--- config.mk ---
export PLATFORM = sky130hd
export DESIGN_NAME = modulo_teclado
export DESIGN_NICKNAME = d
export VERILOG_FILES = /design/src/rtl/modulo_teclado.sv
export SDC_FILE = /design/constraint.sdc
export NUM_CORES = 1
export LEC_CHECK = 0
export BUFFER_PORTS_ARGS = -buffer_cell sky130_fd_sc_hd__buf_4
export CORE_MARGIN = 3
export CORE_UTILIZATION = 25
export CTS_CLUSTER_SIZE = 30
export DETAILED_ROUTE_END_ITERATION = 12
export GPL_TIMING_DRIVEN = 0
export PLACE_DENSITY = 0.51
export SYNTH_ARGS = -nofsm -noshare
export SYNTH_HDL_FRONTEND = slang
export SYNTH_SLANG_ARGS = --single-unit
export TNS_END_PERCENT = 20
--- constraint.sdc ---
create_clock -name clk_i -period 3.2 [get_ports clk_i]
set_clock_uncertainty 0.15 [all_clocks]
set_input_delay 0.16 -clock clk_i [delete_from_list [all_inputs] [get_ports clk_i]]
set_output_delay 0.16 -clock clk_i [all_outputs]
set_load 0.01 [all_outputs]
--- src/rtl/modulo_teclado.sv ---
// modulo_teclado: 4x4 matrix keypad scanner and encoder for the calculator front end.
// Scans one column at a time, debounces press and release, and emits one pulse per key press.
module modulo_teclado #(
  parameter int unsigned SCAN_DIV        = 8,
  parameter int unsigned DEBOUNCE_CYCLES = 16
) (
  input  logic       clk_i,
  input  logic       reset_i,
  input  logic [3:0] filas_i,
  output logic [3:0] columnas_o,
  output logic [3:0] nuevo_numero_o,
  output logic       numero_en_o,
  output logic [1:0] operacion_o,
  output logic       tecla_op_en_o,
  output logic       igual_en_o,
  output logic       borrar_en_o,
  output logic       tecla_presionada_o
);

  // state    | meaning
  // SCAN     | walk the columns, sample rows on the last cycle of each dwell
  // DEBOUNCE | column held, count stable cycles of the single latched row
  // EMIT     | one cycle, the event pulse is high
  // RELEASE  | column held, count consecutive idle cycles before rescanning
  typedef enum logic [1:0] {
    SCAN     = 2'd0,
    DEBOUNCE = 2'd1,
    EMIT     = 2'd2,
    RELEASE  = 2'd3
  } state_t;

  typedef enum logic [1:0] {
    K_DIGITO = 2'd0,
    K_OPER   = 2'd1,
    K_IGUAL  = 2'd2,
    K_BORRAR = 2'd3
  } tipo_t;

  localparam int unsigned SW = $clog2(SCAN_DIV + 1);
  localparam int unsigned DW = $clog2(DEBOUNCE_CYCLES + 1);

  localparam logic [SW-1:0] SCAN_LAST = SW'(SCAN_DIV - 1);
  localparam logic [SW-1:0] SCAN_MAX  = SW'(SCAN_DIV);
  localparam logic [DW-1:0] DEB_EMIT  = DW'(DEBOUNCE_CYCLES - 1);
  localparam logic [DW-1:0] DEB_DONE  = DW'(DEBOUNCE_CYCLES);

  state_t        state_q, state_d;
  logic [3:0]    filas_m_q, filas_s_q;
  logic [1:0]    col_q, col_d;
  logic [1:0]    fila_q, fila_d;
  logic [SW-1:0] scan_cnt_q, scan_cnt_d;
  logic [DW-1:0] deb_cnt_q, deb_cnt_d;

  logic [3:0]    nuevo_numero_q, nuevo_numero_d;
  logic [1:0]    operacion_q, operacion_d;
  logic          numero_en_q, numero_en_d;
  logic          tecla_op_en_q, tecla_op_en_d;
  logic          igual_en_q, igual_en_d;
  logic          borrar_en_q, borrar_en_d;
  logic          tecla_q, tecla_d;

  logic          una_fila;
  logic [1:0]    fila_baja;
  logic [3:0]    patron_fila;
  logic [DW-1:0] deb_inc;
  logic [SW-1:0] scan_inc;
  tipo_t         tipo;
  logic [3:0]    valor;

  always_ff @(posedge clk_i) begin
    if (reset_i) begin
      state_q        <= SCAN;
      filas_m_q      <= 4'b0000;
      filas_s_q      <= 4'b0000;
      col_q          <= 2'd0;
      fila_q         <= 2'd0;
      scan_cnt_q     <= '0;
      deb_cnt_q      <= '0;
      nuevo_numero_q <= 4'd0;
      operacion_q    <= 2'd0;
      numero_en_q    <= 1'b0;
      tecla_op_en_q  <= 1'b0;
      igual_en_q     <= 1'b0;
      borrar_en_q    <= 1'b0;
      tecla_q        <= 1'b0;
    end else begin
      state_q        <= state_d;
      filas_m_q      <= filas_i;
      filas_s_q      <= filas_m_q;
      col_q          <= col_d;
      fila_q         <= fila_d;
      scan_cnt_q     <= scan_cnt_d;
      deb_cnt_q      <= deb_cnt_d;
      nuevo_numero_q <= nuevo_numero_d;
      operacion_q    <= operacion_d;
      numero_en_q    <= numero_en_d;
      tecla_op_en_q  <= tecla_op_en_d;
      igual_en_q     <= igual_en_d;
      borrar_en_q    <= borrar_en_d;
      tecla_q        <= tecla_d;
    end
  end

  // Row pattern helpers and saturating increments shared by the FSM.
  always_comb begin
    una_fila  = ($countones(~filas_s_q) == 1);
    fila_baja = 2'd0;
    for (int i = 3; i >= 0; i--) begin
      if (!filas_s_q[i]) fila_baja = 2'(i);
    end
    patron_fila = ~(4'b0001 << fila_q);
    deb_inc     = (deb_cnt_q == DEB_DONE) ? deb_cnt_q : deb_cnt_q + DW'(1);
    scan_inc    = (scan_cnt_q == SCAN_MAX) ? scan_cnt_q : scan_cnt_q + SW'(1);
  end

  always_comb begin
    state_d    = state_q;
    col_d      = col_q;
    fila_d     = fila_q;
    scan_cnt_d = '0;
    deb_cnt_d  = deb_cnt_q;
    unique case (state_q)
      SCAN: begin
        if (scan_cnt_q >= SCAN_LAST) begin
          if (una_fila) begin
            fila_d    = fila_baja;
            deb_cnt_d = '0;
            state_d   = DEBOUNCE;
          end else begin
            col_d = col_q + 2'd1;
          end
        end else begin
          scan_cnt_d = scan_inc;
        end
      end
      DEBOUNCE: begin
        if (filas_s_q == patron_fila) begin
          deb_cnt_d = deb_inc;
          if (deb_inc >= DEB_EMIT) state_d = EMIT;
        end else begin
          deb_cnt_d = '0;
          col_d     = col_q + 2'd1;
          state_d   = SCAN;
        end
      end
      EMIT: begin
        deb_cnt_d = '0;
        state_d   = RELEASE;
      end
      RELEASE: begin
        if (filas_s_q == 4'b1111) begin
          deb_cnt_d = deb_inc;
          if (deb_inc >= DEB_DONE) begin
            deb_cnt_d = '0;
            col_d     = col_q + 2'd1;
            state_d   = SCAN;
          end
        end else begin
          deb_cnt_d = '0;
        end
      end
      default: state_d = SCAN;
    endcase
  end

  // Key map: column 3 holds the operators, row 3 holds '*', '0' and '#'.
  always_comb begin
    tipo  = K_DIGITO;
    valor = 4'd0;
    if (col_q == 2'd3) begin
      tipo  = K_OPER;
      valor = {2'b00, fila_q};
    end else if (fila_q != 2'd3) begin
      valor = {2'b00, fila_q} * 4'd3 + {2'b00, col_q} + 4'd1;
    end else begin
      unique case (col_q)
        2'd0:    tipo = K_BORRAR;
        2'd1:    tipo = K_DIGITO;
        default: tipo = K_IGUAL;
      endcase
    end
  end

  // Pulses are registered on the edge entering EMIT so they are high during EMIT.
  always_comb begin
    nuevo_numero_d = nuevo_numero_q;
    operacion_d    = operacion_q;
    numero_en_d    = 1'b0;
    tecla_op_en_d  = 1'b0;
    igual_en_d     = 1'b0;
    borrar_en_d    = 1'b0;
    tecla_d        = tecla_q;
    if (state_d == EMIT) begin
      tecla_d = 1'b1;
      unique case (tipo)
        K_DIGITO: begin
          numero_en_d    = 1'b1;
          nuevo_numero_d = valor;
        end
        K_OPER: begin
          tecla_op_en_d = 1'b1;
          operacion_d   = valor[1:0];
        end
        K_IGUAL:  igual_en_d  = 1'b1;
        default:  borrar_en_d = 1'b1;
      endcase
    end
    if (state_q == RELEASE && state_d == SCAN) tecla_d = 1'b0;
  end

  assign columnas_o         = ~(4'b0001 << col_q);
  assign nuevo_numero_o     = nuevo_numero_q;
  assign numero_en_o        = numero_en_q;
  assign operacion_o        = operacion_q;
  assign tecla_op_en_o      = tecla_op_en_q;
  assign igual_en_o         = igual_en_q;
  assign borrar_en_o        = borrar_en_q;
  assign tecla_presionada_o = tecla_q;

endmodule

==> metrics.csv, run 1 <==
stage,metric,value,unit
critical_path,CP Launch Point,filas_s_q[0]$_SDFF_PP0_,
logic_synthesis,syn avg cell area,9.303,sq um
logic_synthesis,top post-synthesis cells by area,"dfxtp_1, ha_1, nor2b_1",
routing,via count,1436,
logic_synthesis,most frequent cell after synthesis,dfxtp_1,
die,core box area,7019,sq um
critical_path,Startpoint Class,flip-flop,
critical_path,CP max stage delay,640,ps
global_routing,pin count of the biggest net entering global routing,12,
timing,measured slew at the worst slew-check pin,807.1,ps
critical_path,Crit path top cell by count,ha_1,
logic_synthesis,YS warnings,0,
logic_synthesis,Syn Inst Count,200,
die,std cell rows,30,
routing,Vias/cell,4.391,
cts,clk_lat worst skew,290,ps
critical_path,Worst Reg-to-Reg Cells,9,
routing,DRT Pass-1 Iters,4,
timing,final worst-path cycle share,0.8873,
routing,WL/cell,11.39,um
cts,# clock sinks,34,
worst_hold_path,HP Class,in2reg,
global_routing,first-pass GRT wire length,6575,um
layout,ant diodes,0,
die,Die W,92.27,um
layout,Fillers,730,
logic_synthesis,sequential area share after synthesis,0.3658,
cts,CTS buffer count,5,
timing,RSZ-0062 raised after global routing,false,
logic_synthesis,ys flop type,dfxtp_1,
timing,Final TNS setup,0,ps
logic_synthesis,number of flops mapped to enable cells by yosys,0,
layout,Layout area overhead,23.94,%
critical_path,Setup CP Type,reg2reg,
logic_synthesis,Synth Register Bits,34,
run_status,status,finished clean,
logic_synthesis,syn nets,227,
power_and_ir_drop,Max IR drop VDD,202.3,uV
timing,Max Freq,352.2,MHz
global_routing,grt ovf,0,
critical_path,worst r2r src,filas_s_q[0]$_SDFF_PP0_,
logic_synthesis,synthesized area,1861,sq um
critical_path,Worst R2R Setup Slack,360,ps
cts,post-CTS sizing,0,
critical_path,crit end category,flip-flop,
layout,share of cells above drive strength 1,0.1645,
layout,multi-input logic area,1094,sq um
worst_hold_path,hold path startpoint,reset_i,
cts,Clock Tree Buf Depth,2,
placed_design,Port Buf Inserts,19,
logic_synthesis,Post-synth top cells,"dfxtp_1, ha_1, inv_1, nor2b_1, nor2_1",
routing,Detail Route Antenna Nets,0,
cts,TritonCTS clock tree,done,
layout,Final #Nets,257,
global_routing,initial antenna violation count,0,
cts,H-tree depth,2,
power_and_ir_drop,PwrDens,423.3,nW/um^2
layout,cell area after layout,2306,sq um
critical_path,Worst EP arrival,2910,ps
worst_hold_path,hold endpoint,nuevo_numero_o[1]$_SDFFE_PP0P_,
critical_path,crit path max fanout,5,
die,initial core utilization,0.2651,
routing,residual DRC count,0,
die,Die H,92.27,um
layout,"Core Util, Final",0.3285,
timing,max-slew violations,0,
cts,setup repair bufs after CTS,0,
power_and_ir_drop,Leakage Power,1.011,nW
critical_path,Worst EP required,3270,ps
placed_design,GPL Wtd Cong,0.7766,
routing,total wire length,3725,um
flow_run,max cap viols,0,
global_routing,gr usage total,0.09621,
critical_path,"critical path, cell by cell",fa_1 -> inv_1 -> ha_1 -> ha_1 -> nor2_1 -> nand2_1 -> nor4b_1 -> nand4_1 -> a21oi_1,
die,I/O pin count,21,
critical_path,critical-path cell with the highest stage delay,nor4b_1,
timing,Final Setup Violations,0,
cts,clock slew at reported path FFs,70,ps
critical_path,reg-to-reg endpoint,fila_q[1]$_SDFFE_PP0P_,
worst_hold_path,Hold Path Stages,3,
placed_design,Placed Area,2123,sq um
logic_synthesis,synth unique cells,46,
placed_design,HPWL Detailed,2747,um
die,DIE AREA,8513,sq um
routing,DRT iter0 DRCs,87,
cts,root buffer cell,clkbuf_8,
timing,Slew HR,0.4583,
layout,register area,680.7,sq um
logic_synthesis,Post-synth ARST share,0,
logic_synthesis,Yosys top cell area share,0.3658,
timing,Final Hold Vio Count,0,
logic_synthesis,"area leader, netlist",dfxtp_1,
global_routing,vias in the first global route,1386,
timing,crit path time final,2839,ps
==> worst max-delay path, delay by kind of cell, from the launching register on <==
family                   cells  cell delay (ps)
adder cells (fa/ha/maj)      3              990
AO/OA/AOI/OAI                1              180
flip-flops                   1              370
buffers and inverters        1               40
AND/OR/NAND/NOR              4             1040
==> cell type report <==
cell class,count,area share
multi-input cells,143,0.4742
clock inverters,2,0.02604
flip-flops and latches,34,0.2952
inverters,17,0.02767
clock buffers,6,0.03581
plain buffers,6,0.009767
repair buffers,23,0.07922
well taps,96,0.05209
==> sequential cells by signal, indices dropped and copies added, names as in the netlist <==
| name | count |
|---|---|
| filas_s_q | 4 |
| scan_cnt_q | 4 |
| fila_q | 2 |
| col_q | 2 |
| nuevo_numero_o | 4 |
| borrar_en_o | 1 |
| tecla_op_en_o | 1 |
| tecla_presionada_o | 1 |
| operacion_o | 2 |
| deb_cnt_q | 5 |
| igual_en_o | 1 |
| numero_en_o | 1 |
| filas_m_q | 4 |
| state_q | 2 |
==> layout by cell type (no fill, tap or decap), types with 3 or more instances in the layout <==
| cell type | count |
|---|---|
| dfxtp_1 | 34 |
| buf_4 | 19 |
| ha_1 | 18 |
| inv_1 | 17 |
| nor2b_1 | 15 |
| nor2_1 | 14 |
| nand2_1 | 11 |
| a21oi_1 | 8 |
| nand3_1 | 7 |
| xor2_1 | 6 |
| clkbuf_8 | 6 |
| clkbuf_1 | 5 |
| nand2b_1 | 5 |
| mux2_2 | 4 |
| and3_1 | 4 |
| dlygate4sd3_1 | 4 |
| nand3b_1 | 3 |
| mux2i_1 | 3 |
| nor3_1 | 3 |
| o21ai_0 | 3 |
| fa_1 | 3 |
==> cell families (layout without fill, tap and decap cells) <==
kind of cell	after synthesis	in the layout	synth area share
buf+inv	23	54	0.04640
simple gates	78	78	0.2367
flops	34	34	0.3658
fa+ha+maj	21	21	0.1533
mux	8	8	0.04640
xor+xnor	8	8	0.03766
compound gates	28	28	0.1137
==> layer usage <==
metal	wire, um	share of wire	track usage
met4	63	0.017	0.04455
met2	1634	0.44	0.1448
met5	0	0	0
met3	171	0.046	0.02543
met1	1855	0.50	0.1277
==> what timing repair did <==
item	4_1_cts	5_1_grt
endpoints found under the setup margin	0	0
hold buffers	4	0
hold endpoints to repair	4	0
==> worst max-delay path by stage <==
stage | end | slack (ps) | depth (start not counted)
after floorplan | col_q[0]$_SDFFE_PP0P_ | 660 | 9
after CTS | fila_q[1]$_SDFFE_PP0P_ | 350 | 9
final | fila_q[1]$_SDFFE_PP0P_ | 360 | 9
after global placement | fila_q[1]$_SDFFE_PP0P_ | 360 | 9
after detailed placement | fila_q[1]$_SDFFE_PP0P_ | 370 | 9
after global routing | fila_q[1]$_SDFFE_PP0P_ | 100 | 9
==> report_power, final <==
part	total, mW	internal [mW]	switching (mW)
clock network	0.496	0.332	0.164
logic	0.0425	0.0207	0.0218
registers	0.437	0.431	0.00638
==> metrics by stage <==
stage	std cells	setup slack (ps)	hold WS (ps)	power, mW
2_1_floorplan	200	660.3	138.2	0.4736
3_3_place_gp	315	363.5	229.8	0.4864
3_5_place_dp	315	369.1	229.0	0.4867
4_1_cts	327	351.8	258.3	0.9893
5_1_grt	327	96.03	290.8	1.012
6_report	327	360.7	246.1	0.9762
(Power assumes the default switching activity.)
==> inputs of run 2 (changes only) <==
ABC_AREA = 1   (was not set)
MAX_ROUTING_LAYER = met4   (was not set)
clock period = 2.9 ns   (was 3.2 ns; I/O delays follow)
==> metrics.csv, run 2 <==
stage,metric,value,unit,change
layout,share of cells above drive strength 1,0.1549,,-0.009620
power_and_ir_drop,clock power share,0.405,,-0.103
placed_design,Placed Area,2223,sq um,+4.7%
timing,crit path time final,2624,ps,-215.1 ps
logic_synthesis,Synth Register Bits,34,,unchanged
die,core box area,7408,sq um,+5.5%
logic_synthesis,Post-synth ARST share,0,,unchanged
cts,H-tree depth,2,,unchanged
routing,Vias/cell,4.030,,-8.2%
critical_path,Critical path buffers and inverters,1,,unchanged
cts,CTS buffer count,5,,unchanged
critical_path,critical-path cell with the highest stage delay,fa_1,,
global_routing,vias in the first global route,1392,,+0.43%
cts,root buffer cell,clkbuf_8,,
power_and_ir_drop,Net Sw Power,0.2132,mW,+11%
layout,Layout area overhead,20.91,%,
logic_synthesis,most frequent cell after synthesis,inv_1,,
logic_synthesis,synthesized area,1957,sq um,+5.2%
logic_synthesis,YS warnings,0,,unchanged
logic_synthesis,number of flops mapped to enable cells by yosys,0,,unchanged
critical_path,"critical path, cell by cell",fa_1 -> inv_1 -> ha_1 -> ha_1 -> nor3b_1 -> nand2_1 -> nor3_4 -> nor2_1 -> a21oi_1 -> nor2_1,,
timing,RSZ-0062 raised after global routing,false,,
global_routing,pin count of the biggest net entering global routing,11,,-1
cts,clk_lat worst skew,290,ps,about the same
critical_path,Setup CP Type,reg2reg,,
global_routing,grt ovf,0,,unchanged
timing,max-slew violations,0,,unchanged
logic_synthesis,Yosys top cell area share,0.3478,,-0.01801
cts,TritonCTS clock tree,done,,
layout,max reg flops,5,,unchanged
layout,cell area after layout,2366,sq um,+2.6%
critical_path,CP max stage delay,560,ps,-80 ps
layout,ant diodes,0,,unchanged
critical_path,crit end category,flip-flop,,
placed_design,HPWL Detailed,2897,um,+5.5%
layout,most used cells in the layout excluding fill and tap cells,"inv_1, nand2_1, nor2_1",,
timing,final worst-path cycle share,0.9049,,+0.01760
logic_synthesis,top post-synthesis cells by area,"dfxtp_1, ha_1, inv_1",,
global_routing,first-pass GRT wire length,6375,um,-3.0%
run_status,status,finished clean,,
global_routing,gr usage total,0.09293,,-0.003278
timing,Final Hold Vio Count,0,,unchanged
power_and_ir_drop,Max IR drop VDD,193.1,uV,-4.5%
die,initial core utilization,0.2641,,-0.0009177
routing,DRT iter0 DRCs,52,,-40%
timing,Max Freq,381.1,MHz,+8.2%
timing,Final Setup Violations,0,,unchanged
die,DIE AREA,8926,sq um,+4.8%
logic_synthesis,Syn Inst Count,266,,+33%
worst_hold_path,HP Class,in2reg,,
critical_path,Worst EP required,2910,ps,-360 ps
power_and_ir_drop,switch share,0.2353,,+0.03855
logic_synthesis,"area leader, netlist",dfxtp_1,,
timing,measured slew at the worst slew-check pin,428.1,ps,-379.0 ps
logic_synthesis,synth unique cells,32,,-30%
power_and_ir_drop,Sequential Power Share,0.535,,+0.087
global_routing,initial antenna violation count,0,,unchanged
power_and_ir_drop,Int Pwr,0.6927,mW,-12%
logic_synthesis,ys flop type,dfxtp_1,,
timing,Final TNS setup,0,ps,unchanged
routing,Detail Route Antenna Nets,0,,unchanged
routing,total wire length,3779,um,+1.4%
layout,Final #Nets,323,,+26%
placed_design,GPL Wtd Cong,0.7317,,-5.8%
die,std cell rows,31,,+3.3%
cts,# clock sinks,34,,unchanged
critical_path,Startpoint Class,flip-flop,,
power_and_ir_drop,Leakage Power,1.120,nW,+11%
die,I/O pin count,21,,unchanged
logic_synthesis,syn avg cell area,7.357,sq um,-21%
die,Die H,94.48,um,+2.4%
layout,Reg with most FFs,deb_cnt_q,,
logic_synthesis,Post-synth top cells,"inv_1, nand2_1, nor2_1, dfxtp_1, ha_1",,
timing,Slew HR,0.7146,,+0.2563
logic_synthesis,sequential area share after synthesis,0.3478,,-0.01801
power_and_ir_drop,Comb pwr share,0.059,,+0.015
routing,WL/cell,9.543,um,-16%
layout,"commonest non-fill, non-tap cell in the layout",inv_1,,
routing,DRT Pass-1 Iters,4,,unchanged
critical_path,crit path max fanout,5,,unchanged
cts,clock slew at reported path FFs,70,ps,about the same
flow_run,max cap viols,0,,unchanged
placed_design,Port Buf Inserts,19,,unchanged
logic_synthesis,syn nets,293,,+29%
routing,via count,1596,,+11%
critical_path,cell family with most CP delay,adder cells,,
power_and_ir_drop,PwrDens,382.9,nW/um^2,-9.6%
die,Die W,94.48,um,+2.4%
critical_path,Worst EP arrival,2630,ps,-280 ps
cts,Clock Tree Buf Depth,2,,unchanged
routing,residual DRC count,0,,unchanged
cts,setup repair bufs after CTS,0,,unchanged
==> run 2: final timing paths <==
check / to / slack [ps] / start / cells after the start
setup / recovery: fila_q[0]$_SDFFE_PP0P_ / 280 / filas_s_q[0]$_SDFF_PP0_ / 10
hold / removal: deb_cnt_q[2]$_SDFFE_PP0P_ / 90 / reset_i / 2
setup reg to reg: fila_q[0]$_SDFFE_PP0P_ / 280 / filas_s_q[0]$_SDFF_PP0_ / 10
hold reg to reg: filas_s_q[0]$_SDFF_PP0_ / 250 / filas_m_q[0]$_SDFF_PP0_ / 2
==> run 2: cell families after synthesis <==
group | Yosys count | share of synthesized area
simple gates | 126 | 0.3076
buf+inv | 57 | 0.1100
flops | 34 | 0.3478
compound gates | 25 | 0.07545
fa+ha+maj | 21 | 0.1458
xor+xnor | 3 | 0.01343
==> run 2: power groups by stage <==
stage	Combinational, mW	Sequential (mW)	Clock, mW
floorplan	0.0356	0.494	0
global route	0.0636	0.486	0.394
global placement	0.0482	0.496	0
detailed placement	0.0497	0.496	0
finish	0.0539	0.485	0.367
CTS	0.0548	0.485	0.380
==> run 2: layer usage <==
layer / track usage / routed length [um] / part of all wire / vias to the layer above
li1: - / - / - / 889
met1: 0.1245 / 1958 / 0.52 / 683
met2: 0.1330 / 1608 / 0.43 / 17
met3: 0.02470 / 140 / 0.037 / 7
met4: 0.03606 / 72 / 0.019 / 0
met5: - / 0 / 0 / -
==> run 2: area by class of cell <==
type / instances / area (sq um)
Clock buffer: 7 / 86.33
Inverter: 53 / 198.9
Clock inverter: 1 / 5.005
Buffer: 4 / 16.27
Fill cell: 813 / 5042
Tap cell: 99 / 123.9
Timing Repair Buffer: 23 / 182.7
Multi-Input combinational cell: 175 / 1072
Sequential cell: 34 / 680.7
==> run 2: what timing repair did <==
item                       in CTS  in global routing
resized for setup               0                  2
hold endpoints to repair        4                  0
setup endpoints to repair       0                  4
hold buffers                    4                  0
==> run 2: per-stage QoR <==
step	instances	power [mW]	utilization	hold WS [ps]	setup WS [ps]
3_5_place_dp	384	0.5452	0.3001	201.9	49.04
5_1_grt	396	0.9439	0.3194	132.4	49.48
3_3_place_gp	384	0.5438	0.3001	198.0	85.62
2_1_floorplan	266	0.5292	-	102.0	436.5
4_1_cts	396	0.9190	0.3179	97.91	9.068
6_report	396	0.9059	0.3194	86.04	275.8
